<file path="src/rtl/chaos_loader_pkg.sv">
// ============================================================================
// Module  : chaos_loader_pkg
// Brief   : Op codes, FSM encoding and defaults for the chaos chain loader.
// Revision: 1.0 - initial release
// ============================================================================
`default_nettype none

package chaos_loader_pkg;

    localparam int CW_DEFAULT = 32;

    typedef enum logic [1:0] {
        OP_LOAD   = 2'd0,
        OP_READ   = 2'd1,
        OP_FINISH = 2'd2,
        OP_NOP    = 2'd3
    } op_t;

    typedef enum logic [2:0] {
        S_IDLE   = 3'd0,
        S_SHIFT  = 3'd1,
        S_RSP    = 3'd2,
        S_FINISH = 3'd3,
        S_DONE   = 3'd4
    } state_t;

endpackage

`default_nettype wire

</file>
<file path="src/rtl/chaos_offset_counter.sv">
// ============================================================================
// Module  : chaos_offset_counter
// Brief   : Modulo-NCELLS shift counter with clear and wrap indication.
// Revision: 1.0 - initial release
// ============================================================================
`default_nettype none

module chaos_offset_counter #(
    parameter int NCELLS = 400,
    parameter int AW     = $clog2(NCELLS)
) (
    input  logic          clk,
    input  logic          rst,
    input  logic          i_inc,
    input  logic          i_clr,
    output logic [AW-1:0] o_count,
    output logic          o_wrap
);

    localparam logic [AW-1:0] C_LAST = AW'(NCELLS - 1);

    logic [AW-1:0] r_count_q;
    logic [AW-1:0] w_count_d;

    // Wrap is flagged on the increment that takes the count back to zero.
    assign o_wrap  = i_inc && (r_count_q == C_LAST);
    assign o_count = r_count_q;

    always_comb begin
        w_count_d = r_count_q;
        if (i_clr) begin
            w_count_d = '0;
        end else if (i_inc) begin
            w_count_d = o_wrap ? '0 : r_count_q + 1'b1;
        end
    end

    always_ff @(posedge clk) begin
        if (rst) begin
            r_count_q <= '0;
        end else begin
            r_count_q <= w_count_d;
        end
    end

endmodule

`default_nettype wire

</file>
<file path="src/rtl/chaos_serial_loader.sv">
// ============================================================================
// Module  : chaos_serial_loader
// Brief   : Command-driven load/read/restore controller for the chaos chain.
// Revision: 1.0 - initial release
// ============================================================================
`default_nettype none

module chaos_serial_loader
    import chaos_loader_pkg::*;
#(
    parameter  int XSIZE  = 20,
    parameter  int YSIZE  = 20,
    parameter  int CW     = CW_DEFAULT,
    localparam int NCELLS = XSIZE * YSIZE,
    localparam int AW     = $clog2(NCELLS)
) (
    input  logic          wb_clk_i,
    input  logic          wb_rst_i,
    input  logic          cmd_valid,
    output logic          cmd_ready,
    input  logic [1:0]    cmd_op,
    input  logic [CW-1:0] cmd_data,
    output logic          rsp_valid,
    input  logic          rsp_ready,
    output logic [CW-1:0] rsp_data,
    output logic          chain_shift,
    output logic [CW-1:0] chain_din,
    input  logic [CW-1:0] chain_dout,
    output logic          array_hold,
    output logic [AW-1:0] offset,
    output logic          busy,
    output logic          done
);

    state_t        r_state_q,       w_state_d;
    logic          r_is_read_q,     w_is_read_d;
    logic [CW-1:0] r_data_q,        w_data_d;
    logic          r_cmd_ready_q,   w_cmd_ready_d;
    logic          r_rsp_valid_q,   w_rsp_valid_d;
    logic [CW-1:0] r_rsp_data_q,    w_rsp_data_d;
    logic          r_chain_shift_q, w_chain_shift_d;
    logic          r_array_hold_q,  w_array_hold_d;
    logic          r_busy_q,        w_busy_d;
    logic          r_done_q,        w_done_d;

    logic          w_accept;
    logic          w_wrap;
    logic [AW-1:0] w_offset;

    assign w_accept = cmd_valid && r_cmd_ready_q;

    // The counter advances on exactly the cycles the chain does.
    chaos_offset_counter #(
        .NCELLS (NCELLS),
        .AW     (AW)
    ) u_offset (
        .clk     (wb_clk_i),
        .rst     (wb_rst_i),
        .i_inc   (r_chain_shift_q),
        .i_clr   (1'b0),
        .o_count (w_offset),
        .o_wrap  (w_wrap)
    );

    always_comb begin
        w_state_d       = r_state_q;
        w_is_read_d     = r_is_read_q;
        w_data_d        = r_data_q;
        w_cmd_ready_d   = 1'b0;
        w_rsp_valid_d   = 1'b0;
        w_rsp_data_d    = r_rsp_data_q;
        w_chain_shift_d = 1'b0;
        w_array_hold_d  = r_array_hold_q;
        w_done_d        = 1'b0;

        case (r_state_q)
            S_IDLE: begin
                w_cmd_ready_d = 1'b1;
                if (w_accept) begin
                    case (cmd_op)
                        OP_LOAD, OP_READ: begin
                            w_is_read_d     = (cmd_op == OP_READ);
                            w_data_d        = cmd_data;
                            w_array_hold_d  = 1'b1;
                            w_chain_shift_d = 1'b1;
                            w_cmd_ready_d   = 1'b0;
                            w_state_d       = S_SHIFT;
                        end
                        OP_FINISH: begin
                            w_cmd_ready_d = 1'b0;
                            w_state_d     = S_FINISH;
                        end
                        default: ;
                    endcase
                end
            end
            S_SHIFT: begin
                if (r_is_read_q) begin
                    w_rsp_data_d  = chain_dout;
                    w_rsp_valid_d = 1'b1;
                    w_state_d     = S_RSP;
                end else begin
                    w_cmd_ready_d = 1'b1;
                    w_state_d     = S_IDLE;
                end
            end
            S_RSP: begin
                if (rsp_ready) begin
                    w_cmd_ready_d = 1'b1;
                    w_state_d     = S_IDLE;
                end else begin
                    w_rsp_valid_d = 1'b1;
                end
            end
            S_FINISH: begin
                // First FINISH cycle only decides; later cycles rotate until wrap.
                if (r_chain_shift_q ? w_wrap : (w_offset == '0)) begin
                    w_done_d  = 1'b1;
                    w_state_d = S_DONE;
                end else begin
                    w_chain_shift_d = 1'b1;
                end
            end
            S_DONE: begin
                w_array_hold_d = 1'b0;
                w_cmd_ready_d  = 1'b1;
                w_state_d      = S_IDLE;
            end
            default: begin
                w_state_d = S_IDLE;
            end
        endcase

        w_busy_d = (w_state_d != S_IDLE);
    end

    always_ff @(posedge wb_clk_i) begin
        if (wb_rst_i) begin
            r_state_q       <= S_IDLE;
            r_is_read_q     <= 1'b0;
            r_data_q        <= '0;
            r_cmd_ready_q   <= 1'b0;
            r_rsp_valid_q   <= 1'b0;
            r_rsp_data_q    <= '0;
            r_chain_shift_q <= 1'b0;
            r_array_hold_q  <= 1'b0;
            r_busy_q        <= 1'b0;
            r_done_q        <= 1'b0;
        end else begin
            r_state_q       <= w_state_d;
            r_is_read_q     <= w_is_read_d;
            r_data_q        <= w_data_d;
            r_cmd_ready_q   <= w_cmd_ready_d;
            r_rsp_valid_q   <= w_rsp_valid_d;
            r_rsp_data_q    <= w_rsp_data_d;
            r_chain_shift_q <= w_chain_shift_d;
            r_array_hold_q  <= w_array_hold_d;
            r_busy_q        <= w_busy_d;
            r_done_q        <= w_done_d;
        end
    end

    // A LOAD shift injects the latched word; every other shift rotates the tail back in.
    assign chain_din   = !r_chain_shift_q ? '0 :
                         ((r_state_q == S_SHIFT) && !r_is_read_q) ? r_data_q : chain_dout;
    assign cmd_ready   = r_cmd_ready_q;
    assign rsp_valid   = r_rsp_valid_q;
    assign rsp_data    = r_rsp_data_q;
    assign chain_shift = r_chain_shift_q;
    assign array_hold  = r_array_hold_q;
    assign offset      = w_offset;
    assign busy        = r_busy_q;
    assign done        = r_done_q;

endmodule

`default_nettype wire

</file>
<file path="config.mk">
export PLATFORM = sky130hd
export DESIGN_NAME = chaos_serial_loader
export DESIGN_NICKNAME = d
export VERILOG_FILES = /design/src/rtl/chaos_loader_pkg.sv /design/src/rtl/chaos_offset_counter.sv /design/src/rtl/chaos_serial_loader.sv
export SDC_FILE = /design/constraint.sdc
export NUM_CORES = 1
export LEC_CHECK = 0
export ABC_AREA = 0
export BUFFER_PORTS_ARGS = -buffer_cell sky130_fd_sc_hd__buf_2
export CELL_PAD_IN_SITES_DETAIL_PLACEMENT = 1
export CELL_PAD_IN_SITES_GLOBAL_PLACEMENT = 2
export CORE_UTILIZATION = 27
export DETAILED_ROUTE_END_ITERATION = 12
export MAX_ROUTING_LAYER = met4
export PLACE_DENSITY_LB_ADDON = 0.1
export SYNTH_ARGS = -nofsm -noshare
export SYNTH_HDL_FRONTEND = slang
export SYNTH_HIERARCHICAL = 1
export SYNTH_SLANG_ARGS = --single-unit
</file>
<file path="constraint.sdc">
create_clock -name wb_clk_i -period 4.32 [get_ports wb_clk_i]
set_input_delay 0.648 -clock wb_clk_i [delete_from_list [all_inputs] [get_ports wb_clk_i]]
set_output_delay 0.648 -clock wb_clk_i [all_outputs]
set_load 0.1 [all_outputs]
</file>
==> qor.yml <==
numCtsBuffers: 9
io_buffers: 148
cts_root_buf: "clkbuf_16"
cts_tree: "built"
p_sw_mw: 0.449
grt_max_degree: 44
slew_viol_final: 0
rsz0062_at_grt: "no"
ys_ff_latch: 83
power_density_nw_per_um2: 356
clock_sinks: 83
multi_input_area_um2: 1810
p_leak_nw: 2.02
grt_use_total: 0.185
overflow: 0
power_frac_clock: 0.427
ir_drop_v: 0.000155
cp-startpoint: "r_state_q[2]$_SDFF_PP0_"
cp.depth: 5
cts_setup_buffers: 0
yosysWarnings: 6
die_h_um: 118
layout.nets: 695
grt_pass1_wl_mm: 19.5
core_area_um2: 13200
synth_area_leaders: "dfxtp_1, nand2_1, a21oi_1, a21boi_1, buf_2"
cp-endpoint: "chain_din[25]"
crit_path_max_fanout: 19
max_stage_delay_ns: 0.64
hpwl_mm: 8.68
utilization: 0.362
ys.flop_type: "dfxtp_1"
cts_hold_buf: 0
layout-drive-gt1-share: 0.281
drt-pass1-iter-count: 4
pin_count: 149
drc: 0
required_ns: 3.67
seq_area_frac_synth: 0.455
clock_path_buffers: 2
dieArea_um2: 14000
worstSetupPathType: "reg2out"
vias: 3725
reg2reg_slack_ns: 2.18
clock_latency_ns: 0.34
max_freq_mhz: 306
netlist.area_leader.share: 0.455
ant_nets: 0
ff_latch_area_um2: 1660
cpLargestDelayFamily: "buffers and inverters"
post-place-ws_ns: 1.35
cts_resized: 0
die_w_um: 118
seq_power_share: 0.464
fin_crit_ns: 3.27
rr_worst_depth: 6
post_drt_wl_per_cell_um: 15.0
clk_pin_slew_worst_paths_ns: 0.06
crit_arrival_ns: 2.62
synth.avg_cell_area_um2: 7.43
start_kind: "flop"
via_per_inst: 4.63
hold_viol: 0
yosysTopAreaCell: "dfxtp_1"
final_common_cell: "nand2_1"
setup-violations-final: 0
antenna_found_initial: 0
ys_types: 44
switching_share: 0.264
path_cells: "or3_1, buf_4, nand2_1, a21boi_1, buf_2"
maxCapViolations: 0
tightestPinTransition_ns: 0.842
globalplace.congestion: 0.722
final.setup.tns_ns: 0
syn_to_final_growth_pct: 31.0
relSlewSlack: 0.439
synth_area_um2: 3650
comb_power_share: 0.108
cp_slowest_cell: "or3_1"
syn_inst: 491
hold_path_class: "reg2reg"
p_int_mw: 1.25
start_util: 0.277
r2r_start: "chain_shift$_SDFF_PP0_"
r2r_end: "busy$_SDFF_PP0_"
finalCritPeriodShare: 0.758
async_reset_ff_frac: 0
endpoint_kind: "output port"
layout_common_cells: "nand2_1, buf_2, dfxtp_1"
skew_ns: 0.00344
status: "finished clean"
cts_htree_levels: 3
routed_wl_mm: 12.1
grt_pass1_vias: 3720
rows: 42
antenna_cells: 0
drt_iter0_markers: 84
synth_edf_count: 0
critPathBufInv: 2
fillCellCount: 1671
worst_slack_ns: 1.05
report.power.total_mw: 1.70
[per-stage QoR]
step	hold slack (ns)	instances	area [um2]
floorplan	0.437	492	3650
global placement	0.438	789	4500
detailed placement	0.444	789	4500
CTS	0.452	805	4780
global route	0.475	805	4780
finish	0.451	805	4780
[state kept, by name (all words and copies together), names as in the netlist, 3 cells and up]
name / cells
r_state_q: 3
rsp_data: 32
r_data_q: 32
u_offset/o_count: 9
[worst min path at each step]
stage          cells after the start                        end                 startpoint
2_1_floorplan                      2   r_data_q[0]$_SDFFE_PP0P_   r_data_q[0]$_SDFFE_PP0P_
3_3_place_gp                       2  rsp_data[19]$_SDFFE_PP0P_  rsp_data[19]$_SDFFE_PP0P_
3_5_place_dp                       2  rsp_data[18]$_SDFFE_PP0P_  rsp_data[18]$_SDFFE_PP0P_
4_1_cts                            2  rsp_data[18]$_SDFFE_PP0P_  rsp_data[18]$_SDFFE_PP0P_
5_1_grt                            2   r_data_q[1]$_SDFFE_PP0P_   r_data_q[1]$_SDFFE_PP0P_
6_report                           2   rsp_data[9]$_SDFFE_PP0P_   rsp_data[9]$_SDFFE_PP0P_
[worst register-to-register path, cell delays in order, from the launching register on]
cell and delay [ns]:
dfxtp_1 0.61, nand4_1 0.33, nor3_1 0.44, a32oi_1 0.16
nor2b_1 0.21, nor3_1 0.19, o21bai_1 0.09
[cell families after synthesis]
kind of cell / Yosys count / share of synthesized area
buffers and inverters: 37 / 0.0508
AO/OA/AOI/OAI: 120 / 0.197
flip-flops: 83 / 0.455
AND/OR/NAND/NOR: 247 / 0.288
adder cells (fa/ha/maj): 1 / 0.00343
other: 1 / 0.00103
XOR/XNOR: 2 / 0.00480
[power groups by stage]
stage	clock network, mW	registers, mW	logic, mW
finish	0.727	0.789	0.184
global route	0.789	0.791	0.201
CTS	0.755	0.789	0.188
detailed placement	0	0.806	0.188
global placement	0	0.806	0.186
floorplan	0	0.827	0.101
[cells in the mapped netlist, types with 2 or more instances]
library cell	number
a211oi_1	2
a21boi_0	3
a21boi_1	29
a21oi_1	71
buf_2	16
buf_6	3
clkbuf_1	15
dfxtp_1	83
inv_1	2
nand2_1	199
nand2b_1	3
nand3b_1	4
nand4_1	5
nor2_1	11
nor2b_1	2
nor3_1	4
nor4_1	2
o21ai_0	5
or2_2	2
or3_1	5
xor2_1	2
[layer usage]
| layer | global-route usage | up-vias | wire length, um |
|---|---|---|---|
| li1 | - | 1886 | - |
| met1 | 0.225 | 1748 | 5620 |
| met2 | 0.301 | 79 | 5790 |
| met3 | 0.0352 | 12 | 495 |
| met4 | 0.0721 | 0 | 197 |
| met5 | - | - | 0 |
[cell type report]
| type | instances | share of cell area |
|---|---|---|
| multi-input combinational | 372 | 0.380 |
| sequential | 83 | 0.348 |
| clock buffer | 14 | 0.0553 |
| timing repair buffer | 156 | 0.168 |
| clock inverter | 2 | 0.00209 |
| tap | 176 | 0.0461 |
| inverter | 2 | 0.00157 |
No activity file was read; power rests on OpenSTA's default activity.
